<file path="config.mk">
export PLATFORM = sky130hd
export DESIGN_NAME = spi_slave_regbank
export DESIGN_NICKNAME = d
export VERILOG_FILES = /design/src/rtl/spi_slave_pkg.sv /design/src/rtl/spi_sync_edge.sv /design/src/rtl/spi_slave_regbank.sv
export SDC_FILE = /design/constraint.sdc
export NUM_CORES = 1
export LEC_CHECK = 0
export BUFFER_PORTS_ARGS = -buffer_cell sky130_fd_sc_hd__buf_4
export CAP_MARGIN = 5
export CORE_ASPECT_RATIO = 0.6
export CORE_MARGIN = 1
export CORE_UTILIZATION = 58
export DETAILED_ROUTE_END_ITERATION = 8
export PLACE_DENSITY = 0.8
export SYNTH_ARGS = -nofsm -noshare
export SYNTH_HDL_FRONTEND = slang
export SYNTH_SLANG_ARGS = --single-unit
</file>
<file path="constraint.sdc">
create_clock -name clock -period 3.05 [get_ports clock]
set_input_delay 0.305 -clock clock [delete_from_list [all_inputs] [get_ports clock]]
set_output_delay 0.305 -clock clock [all_outputs]
set_load 0.01 [all_outputs]
</file>
<file path="src/rtl/spi_slave_pkg.sv">
// rtl/spi_slave_pkg.sv - state encoding and command-format constants for the SPI slave register bank
package spi_slave_pkg;

    typedef enum logic [2:0] {
        ST_IDLE,
        ST_CMD,
        ST_ADDR,
        ST_DATA,
        ST_IGNORE
    } spi_state_e;

    localparam int CMD_W  = 8;
    localparam int RW_BIT = 0;

endpackage

</file>
<file path="src/rtl/spi_sync_edge.sv">
// rtl/spi_sync_edge.sv - 2-FF synchroniser with rise/fall detection on the 2nd/3rd stages
module spi_sync_edge (
    input  logic clock,
    input  logic n_reset,
    input  logic d_i,
    output logic level_o,
    output logic rise_o,
    output logic fall_o
);

    // Stages reset low so a select already held low at reset release never looks like a fresh frame start.
    logic [2:0] sync_q;

    always_ff @(posedge clock or negedge n_reset) begin
        if (!n_reset) begin
            sync_q <= '0;
        end else begin
            sync_q <= {sync_q[1:0], d_i};
        end
    end

    assign level_o = sync_q[1];
    assign rise_o  = sync_q[1] & ~sync_q[2];
    assign fall_o  = ~sync_q[1] & sync_q[2];

endmodule

</file>
<file path="src/rtl/spi_slave_regbank.sv">
// rtl/spi_slave_regbank.sv - SPI mode 0/2 slave with device-ID header, burst access and a parallel register bank
module spi_slave_regbank
    import spi_slave_pkg::*;
#(
    parameter logic [6:0]        DEV_ID    = 7'h55,
    parameter int                ADDR_W    = 8,
    parameter int                DATA_W    = 8,
    parameter int                NUM_REGS  = 4,
    parameter logic [ADDR_W-1:0] BASE_ADDR = ADDR_W'('h10),
    parameter bit                CPOL      = 1'b0
) (
    input  logic                         clock,
    input  logic                         n_reset,
    input  logic                         ss_i,
    input  logic                         sclk_i,
    input  logic                         mosi_i,
    output logic                         miso_o,
    output logic                         miso_oe_o,
    output logic [NUM_REGS*DATA_W-1:0]   reg_out_o,
    output logic                         wr_strobe_o,
    output logic [ADDR_W-1:0]            wr_addr_o,
    output logic [DATA_W-1:0]            wr_data_o,
    output logic                         busy_o
);

    localparam int AD_MAX = (ADDR_W > DATA_W) ? ADDR_W : DATA_W;
    localparam int SH_W   = (AD_MAX > CMD_W) ? AD_MAX : CMD_W;
    localparam int CNT_W  = $clog2(AD_MAX) + 1;
    localparam int IDX_W  = (NUM_REGS > 1) ? $clog2(NUM_REGS) : 1;
    localparam logic [CNT_W-1:0] CMD_LAST  = CNT_W'(CMD_W - 1);
    localparam logic [CNT_W-1:0] ADDR_LAST = CNT_W'(ADDR_W - 1);
    localparam logic [CNT_W-1:0] DATA_LAST = CNT_W'(DATA_W - 1);
    localparam logic [ADDR_W:0]  REG_SPAN  = (ADDR_W + 1)'(NUM_REGS);

    logic ss_rise, ss_fall, sclk_rise, sclk_fall, mosi_lvl;
    logic ss_lvl_unused, sclk_lvl_unused, mosi_rise_unused, mosi_fall_unused;
    logic sample_evt, launch_evt, phase_last;

    spi_state_e          state_q, state_d;
    logic [CNT_W-1:0]    bit_cnt_q;
    logic [SH_W-2:0]     shift_q;
    logic [SH_W-1:0]     shift_nxt;
    logic                rw_q;
    logic [ADDR_W-1:0]   addr_q, addr_inc, addr_rx;
    logic [DATA_W-1:0]   tx_q, word_rx;
    logic                miso_q, miso_oe_q, wr_strobe_q;
    logic [ADDR_W-1:0]   wr_addr_q;
    logic [DATA_W-1:0]   wr_data_q;
    logic [DATA_W-1:0]   regs_q [NUM_REGS];

    spi_sync_edge u_sync_ss   (.clock(clock), .n_reset(n_reset), .d_i(ss_i),
                               .level_o(ss_lvl_unused), .rise_o(ss_rise), .fall_o(ss_fall));
    spi_sync_edge u_sync_sclk (.clock(clock), .n_reset(n_reset), .d_i(sclk_i),
                               .level_o(sclk_lvl_unused), .rise_o(sclk_rise), .fall_o(sclk_fall));
    spi_sync_edge u_sync_mosi (.clock(clock), .n_reset(n_reset), .d_i(mosi_i),
                               .level_o(mosi_lvl), .rise_o(mosi_rise_unused), .fall_o(mosi_fall_unused));

    assign sample_evt = CPOL ? sclk_fall : sclk_rise;
    assign launch_evt = CPOL ? sclk_rise : sclk_fall;

    // Offset is one bit wider than the address so BASE_ADDR+NUM_REGS never wraps in the range check.
    function automatic logic [ADDR_W:0] reg_off(input logic [ADDR_W-1:0] a);
        return {1'b0, a} - {1'b0, BASE_ADDR};
    endfunction

    function automatic logic in_range(input logic [ADDR_W-1:0] a);
        logic [ADDR_W:0] off;
        off = reg_off(a);
        return !off[ADDR_W] && (off < REG_SPAN);
    endfunction

    function automatic logic [DATA_W-1:0] rd_word(input logic [ADDR_W-1:0] a);
        return in_range(a) ? regs_q[IDX_W'(reg_off(a))] : '0;
    endfunction

    assign shift_nxt = {shift_q, mosi_lvl};
    assign addr_rx   = shift_nxt[ADDR_W-1:0];
    assign word_rx   = shift_nxt[DATA_W-1:0];
    assign addr_inc  = addr_q + ADDR_W'(1);

    always_ff @(posedge clock or negedge n_reset) begin
        if (!n_reset) begin
            state_q <= ST_IDLE;
        end else begin
            state_q <= state_d;
        end
    end

    always_comb begin
        state_d    = state_q;
        phase_last = 1'b0;
        case (state_q)
            ST_CMD:  phase_last = (bit_cnt_q == CMD_LAST);
            ST_ADDR: phase_last = (bit_cnt_q == ADDR_LAST);
            ST_DATA: phase_last = (bit_cnt_q == DATA_LAST);
            default: phase_last = 1'b0;
        endcase
        if (ss_rise) begin
            state_d = ST_IDLE;
        end else begin
            case (state_q)
                ST_IDLE: if (ss_fall) state_d = ST_CMD;
                ST_CMD:  if (sample_evt && phase_last)
                             state_d = (shift_nxt[CMD_W-1:1] == DEV_ID) ? ST_ADDR : ST_IGNORE;
                ST_ADDR: if (sample_evt && phase_last) state_d = ST_DATA;
                default: state_d = state_q;
            endcase
        end
    end

    always_ff @(posedge clock or negedge n_reset) begin
        if (!n_reset) begin
            bit_cnt_q   <= '0;
            shift_q     <= '0;
            rw_q        <= 1'b0;
            addr_q      <= '0;
            tx_q        <= '0;
            miso_q      <= 1'b0;
            miso_oe_q   <= 1'b0;
            wr_strobe_q <= 1'b0;
            wr_addr_q   <= '0;
            wr_data_q   <= '0;
            for (int k = 0; k < NUM_REGS; k++) regs_q[k] <= '0;
        end else begin
            wr_strobe_q <= 1'b0;
            if (ss_rise) begin
                bit_cnt_q <= '0;
                shift_q   <= '0;
                miso_q    <= 1'b0;
                miso_oe_q <= 1'b0;
            end else if (state_q == ST_CMD || state_q == ST_ADDR || state_q == ST_DATA) begin
                if (sample_evt) begin
                    shift_q   <= shift_nxt[SH_W-2:0];
                    bit_cnt_q <= phase_last ? '0 : bit_cnt_q + CNT_W'(1);
                    if (phase_last) begin
                        case (state_q)
                            ST_CMD: rw_q <= shift_nxt[RW_BIT];
                            ST_ADDR: begin
                                addr_q <= addr_rx;
                                if (rw_q) tx_q <= rd_word(addr_rx);
                            end
                            default: begin
                                addr_q <= addr_inc;
                                if (rw_q) begin
                                    tx_q <= rd_word(addr_inc);
                                end else begin
                                    wr_strobe_q <= 1'b1;
                                    wr_addr_q   <= addr_q;
                                    wr_data_q   <= word_rx;
                                    if (in_range(addr_q)) regs_q[IDX_W'(reg_off(addr_q))] <= word_rx;
                                end
                            end
                        endcase
                    end
                end else if (launch_evt && state_q == ST_DATA && rw_q) begin
                    miso_q    <= tx_q[DATA_W-1];
                    tx_q      <= {tx_q[DATA_W-2:0], 1'b0};
                    miso_oe_q <= 1'b1;
                end
            end
        end
    end

    for (genvar k = 0; k < NUM_REGS; k++) begin : g_reg_out
        assign reg_out_o[k*DATA_W +: DATA_W] = regs_q[k];
    end

    assign miso_o      = miso_q;
    assign miso_oe_o   = miso_oe_q;
    assign wr_strobe_o = wr_strobe_q;
    assign wr_addr_o   = wr_addr_q;
    assign wr_data_o   = wr_data_q;
    assign busy_o      = (state_q != ST_IDLE);

endmodule

</file>
## After elaboration in Yosys (flattened, before gate mapping)

Cells that the tools add are included.

- Bits in registers: 90
- Input bits: 5
- Output and inout bits: 52
- Logic and storage cells: 132

- Add/subtract/negate cells: 5
- Magnitude comparators: 7
- Equality and inequality tests: 12
- Multiplexer cells: 46
- Bitwise logic cells: 15
- Reduce and logical (&&, ||, !) cells: 29

Operators by type and width:

| cell | number |
|---|---|
| $mux 8 | 12 |
| $bmux 8 s2 | 2 |
| $bwmux 32 | 1 |
| $pmux 8 s2 | 2 |
| $lt 9x3->1 const B | 3 |
| $sub 8x5->9 const B | 3 |
| $mux 7 | 3 |
| $demux 8 s2 | 1 |
| $mux 4 | 4 |
| $mux 1 | 15 |
| $mux 3 | 5 |
| $reduce_and 6->1 | 2 |
| $reduce_and 5->1 | 2 |
| $ge 3x3->1 const B | 3 |
| $ne 3x3->1 const B | 3 |
| $not 2->3 | 3 |
| $pmux 3 s3 | 1 |
| $add 8x1->8 const B | 1 |
| $not 1->1 | 8 |
| $reduce_bool 2->1 | 4 |
| $eq 7x7->1 const B | 1 |
| $logic_and 1x1->1 | 7 |
| $reduce_and 7->1 | 1 |
| $eq 3x2->1 const B | 2 |
| 17 further kinds | 25 |

## Logic depth before layout (Yosys ltp)

- Word-level depth: 11
- Gate-level depth with buffers: 11
- Mapped depth without buffers: 10

## By module

Synthesis repeated with hierarchy kept, for this count alone.

- Cell total of the unflattened synthesis: 396
- Area, all modules: 4618.2 sq um

By module, submodules not included:

| module | instances | cells an instance | area each (sq um) | sequential area each (sq um) |
|---|---|---|---|---|
| spi_slave_regbank | 1 | 381 | 4347.9 | 2052.0 |
| spi_sync_edge | 3 | 5 | 90.1 | 75.1 |

## Worst setup path before layout

No wires, ideal clock.

- Kind: reg-to-reg
- Start: register addr_q[0]
- End: register tx_q[1]
- Setup time: 0.099 ns
- Arrival time: 2.404 ns
- Required time: 2.951 ns
- Setup slack: 0.546 ns
- Stages on the path, launching flop included: 11
- Buffers on the path: 0
- Clock period less this slack: 2.504 ns
- Cells stage by stage: dfrtp_1 > ha_1 > and3_1 > xnor2_1 > ha_1 > xor2_2 > and2_1 > o2111ai_2 > a211oi_4 > nand2_1 > a311oi_1

- Cells in the longest elaborated chain, start to end: 11
- Elaborated cells on any way between the ends: 14
- Classes of those cells: 2 x add/sub; 1 x order compare; 8 x mux; 1 x bitwise; 2 x reduce/logical

Ends and longest elaborated chain:

| what | line | source |
|---|---|---|
| start: declaration | spi_slave_regbank.sv:44 | `logic [ADDR_W-1:0] addr_q, addr_inc, addr_rx;` |
| start signal: assignment | spi_slave_regbank.sv:139 | `addr_q <= addr_rx;` |
| start signal: assignment | spi_slave_regbank.sv:143 | `addr_q <= addr_inc;` |
| $add 8x1->8 (*) | spi_slave_regbank.sv:79 | `assign addr_inc = addr_q + ADDR_W'(1);` |
| $sub 8x5->9 (*) | spi_slave_regbank.sv:63 | `return {1'b0, a} - {1'b0, BASE_ADDR};` |
| branches (longest 4 deep; another with $lt 9x3->1) | - |  |
| $mux 8 (*) | spi_slave_regbank.sv:73 | `return in_range(a) ? regs_q[IDX_W'(reg_off(a))] : '0;` |
| $mux 8 (*) | spi_slave_regbank.sv:144 | `if (rw_q) begin` |
| $pmux 8 s2 (*) | spi_slave_regbank.sv:136 | `case (state_q)` |
| $mux 8 (*) | spi_slave_regbank.sv:135 | `if (phase_last) begin` |
| $mux 8 (*) | spi_slave_regbank.sv:132 | `if (sample_evt) begin` |
| end signal: assignment | spi_slave_regbank.sv:140 | `if (rw_q) tx_q <= rd_word(addr_rx);` |
| end signal: assignment | spi_slave_regbank.sv:145 | `tx_q <= rd_word(addr_inc);` |
| end signal: assignment | spi_slave_regbank.sv:157 | `tx_q <= {tx_q[DATA_W-2:0], 1'b0};` |
| end: declaration | spi_slave_regbank.sv:45 | `logic [DATA_W-1:0] tx_q, word_rx;` |

Every way passes the cells marked *. The select of a mux whose other input is x is not followed.
A chain may end at the register's enable or synchronous reset.

## Worst setup path after layout

- Start: register addr_q[1]
- End: register tx_q[4]

The elaborated chain is that of the path after synthesis.

==> metrics.md <==
| Metric | Value |
|---|---|
| Routed wire length per instance | 19.4 um |
| Flop2flop setup slack | 0.24 ns |
| Yosys top cell area share | 0.505 |
| I/O pins | 57 |
| Hold_ws | 0.0693 ns |
| Worst slack at placement | just over 0.2 ns |
| Initial DRC Count | 273 |
| Min Tclk post-route | 2.81 ns |
| Int Pwr | 1.87 mW |
| Leading area contributor after synthesis | dfrtp_1 |
| Period Utilization, post-route | 0.922 |
| Max H-tree Level | 3 |
| Crit path max fanout | 7 |
| DRT Pass-1 Iters | 5 |
| Global-route wire length before repair | 17500 um |
| Yosys Warn Count | 0 |
| Area of the die | 0.00806 mm2 |
| Post-DRT Antenna Nets | 0 |
| Final Hold Viols | 0 |
| Syn-to-layout area delta | 17.1% |
| Nets | 455 |
| Multi-input logic area | 0.00205 mm2 |
| Crit start category | register |
| Clock Path Buffers | 2 |
| Cell Rows | 24 |
| Vias in the first global route | 3317 |
| Fmax | ~360 MHz |
| IR drop worst, VDD | 0.000245 V |
| Hold Path Class | primary input to register |
| CTS Buf Count | 9 |
| Capturing point of the worst reg2reg path | tx_q[4] |
| Drt total wl | around 11000 um |
| Commonest register cell after synthesis | dfrtp_1 |
| Final non-filler cell total | 547 |
| Post-synth EDFFs | 0 |
| Max-slew headroom | 0.462 |
| Fill cells | 525 |
| Via count | ~3300 |
| Logic pwr share | 0.036 |
| Run status | completed |
| Largest net degree at the start of global routing | between 40 and 50 |
| Die height | around 70 um |
| Cells after DPL | around 530 |
| Reg2reg start | addr_q[1] |
| Post-Syn Nets | approximately 410 |
| Critical Path Source | addr_q[1] |
| Initial antenna violation count | 0 |
| RSZ-0062 raised after global routing | false |
| Count leader, synth | dfrtp_1 |
| Setup skew after layout | approximately 0.0054 ns |
| Max Transition Viols Final | 0 |
| Clock Sink Count | 90 |
| Static leakage | around 2.5 nW |
| Critical Path End | tx_q[4] |
| Crit path kind | register to register |
| Cells after Synth | 390 |
| Post-route DRC | 0 |
| Post-route setup slack | ~0.24 ns |
| CP endpoint kind | register |
| P per Cell Area | 457 mW/mm2 |
| Worst skew pair latency | 0.34 ns |
| Clk pwr share | 0.444 |
| Sw Share | 0.218 |
| Layout cells sized above 1 | 0.298 |
| Initial core utilization | 0.606 |
| Global route overflow | 0 |
| Avg Vias per Cell | 6.02 |
| Critical Path RT | 3.30 ns |
| Post-Route Utilization | 0.710 |
| Maxcap violations | 0 |
| Clk pin slew, worst setup/hold paths | 0.06 ns |
| Synth Register Bits | 90 |
| Post-synth top cells | dfrtp_1 (90), nand2_1 (71), mux2_2 (23) |
| Slew @ Worst Pin | 0.807 ns |
| DPL Wire Length | approximately 7400 um |
| Final RePlAce weighted congestion | 0.921 |
| Mean post-synth cell area | 11.4 um2 |
| Buffers on Ports | 56 |
| WP data arrival | 3.06 ns |
| Sequential area share after synthesis | 0.505 |
| DIE WIDTH | between 100 and 150 um |
| Net switching power | 0.520 mW |
| Ys async rst share | 1.00 |
| Final setup vio count | 0 |
| R2R depth | 11 |
| GRT Total Usage | 0.296 |
| # diodes | 0 |
| Sequential Area | 0.00225 mm2 |
| Synth unique cells | 51 |
| CORE AREA | roughly 0.0074 mm2 |
| Post-Syn Area | 0.00446 mm2 |
| Total negative setup slack | 0 ns |
| CTS tree | yes |
| Synth top area cells | dfrtp_1 (50%), mux4_2 (8.1%), nand2_1 (6.0%) |
| Root buffer cell | clkbuf_16 |
| Flop pwr share | 0.520 |
-- sequential cells by signal (all words and copies together) (netlist names) --
| name | flops |
|---|---|
| reg_out_o | 32 |
| addr_q | 8 |
| state_q | 3 |
| wr_addr_o | 8 |
| u_sync_ss.sync_q | 3 |
| shift_q | 7 |
| rw_q | 1 |
| tx_q | 8 |
| wr_strobe_o | 1 |
| bit_cnt_q | 4 |
| miso_oe_o | 1 |
| miso_o | 1 |
| u_sync_sclk.sync_q | 3 |
| wr_data_o | 8 |
| u_sync_mosi.sync_q | 2 |
-- how the worst min path moves through the flow --
stage / end / startpoint / cells after the start
2_1_floorplan: addr_q[0] / n_reset / 0
3_3_place_gp: reg_out_o[4] / n_reset / 1
3_5_place_dp: reg_out_o[4] / n_reset / 1
4_1_cts: u_sync_mosi.sync_q[0] / mosi_i / 1
5_1_grt: u_sync_mosi.sync_q[0] / mosi_i / 1
6_report: u_sync_mosi.sync_q[0] / mosi_i / 1
-- power groups by stage --
stage	Combinational (mW)	Clock [mW]	Sequential (mW)
6_report	0.0854	1.06	1.24
4_1_cts	0.0880	1.08	1.24
2_1_floorplan	0.0666	0	1.24
3_5_place_dp	0.0863	0	1.26
3_3_place_gp	0.0830	0	1.26
5_1_grt	0.0978	1.13	1.25
-- layout make-up --
type,count,area share
Tap cell,104,0.0249
Clock buffer,11,0.0446
Clock inverter,3,0.00814
Sequential cell,90,0.431
Inverter,10,0.00766
Timing Repair Buffer,63,0.0910
Multi-Input combinational cell,266,0.393
-- critical path, stage by stage (launching register included) --
cell and delay [ns]:
dfrtp_1 0.45, ha_2 0.31, and3_1 0.26, xnor2_1 0.15
ha_1 0.21, xor2_2 0.18, and2_1 0.17, o2111ai_2 0.16
a211oi_4 0.37, buf_4 0.19, nand2_1 0.05, a211oi_1 0.22
-- per-layer routing --
metal | part of all wire | track usage
met1 | 0.46 | 0.425
met2 | 0.45 | 0.429
met3 | 0.073 | 0.0955
met4 | 0.016 | 0.0895
met5 | 0 | 0
-- cell usage in the layout (no fill, tap or decap), types with 2 or more instances in the layout --
cell	synthesis	routed
a21oi_1	17	17
a22o_1	9	9
a311oi_1	6	6
buf_4	2	62
clkbuf_1	12	2
clkbuf_16	0	9
dfrtp_1	90	90
ha_1	10	9
inv_1	9	9
mux2_1	11	11
mux2_2	23	23
mux2i_1	2	2
mux4_2	16	16
nand2_1	71	71
nand2_2	4	4
nand2b_1	4	4
nand3_1	6	6
nand4_1	2	2
nand4b_1	2	2
nor2_1	21	21
nor3_1	11	11
nor3_4	3	3
o21ai_0	13	13
o22ai_1	3	3
or3_1	5	5
xnor2_1	4	4
xor2_1	2	2
-- per-stage QoR --
| step | power (mW) | area (um2) |
|---|---|---|
| 2_1_floorplan | 1.30 | 4460 |
| 3_3_place_gp | 1.35 | 4930 |
| 3_5_place_dp | 1.35 | 4930 |
| 4_1_cts | 2.41 | 5210 |
| 5_1_grt | 2.47 | 5220 |
| 6_report | 2.39 | 5220 |
-- cell families (layout without fill, tap and decap cells) --
logic type / Yosys count / in the layout / synth area share
XOR/XNOR: 7 / 7 / 0.0154
flip-flops: 90 / 90 / 0.505
AND/OR/NAND/NOR: 141 / 141 / 0.159
multiplexers: 52 / 52 / 0.171
adder cells (fa/ha/maj): 10 / 10 / 0.0280
AO/OA/AOI/OAI: 56 / 56 / 0.0855
buffers and inverters: 34 / 87 / 0.0362
-- what timing repair did --
item | CTS | global route
hold buffers | 1 | 0
endpoints found under the setup margin | 0 | 3
buffers inserted | 0 | 1
endpoints found under the hold margin | 44 | 0
resized for setup | 0 | 1
Power figures use the tool's default switching activity.
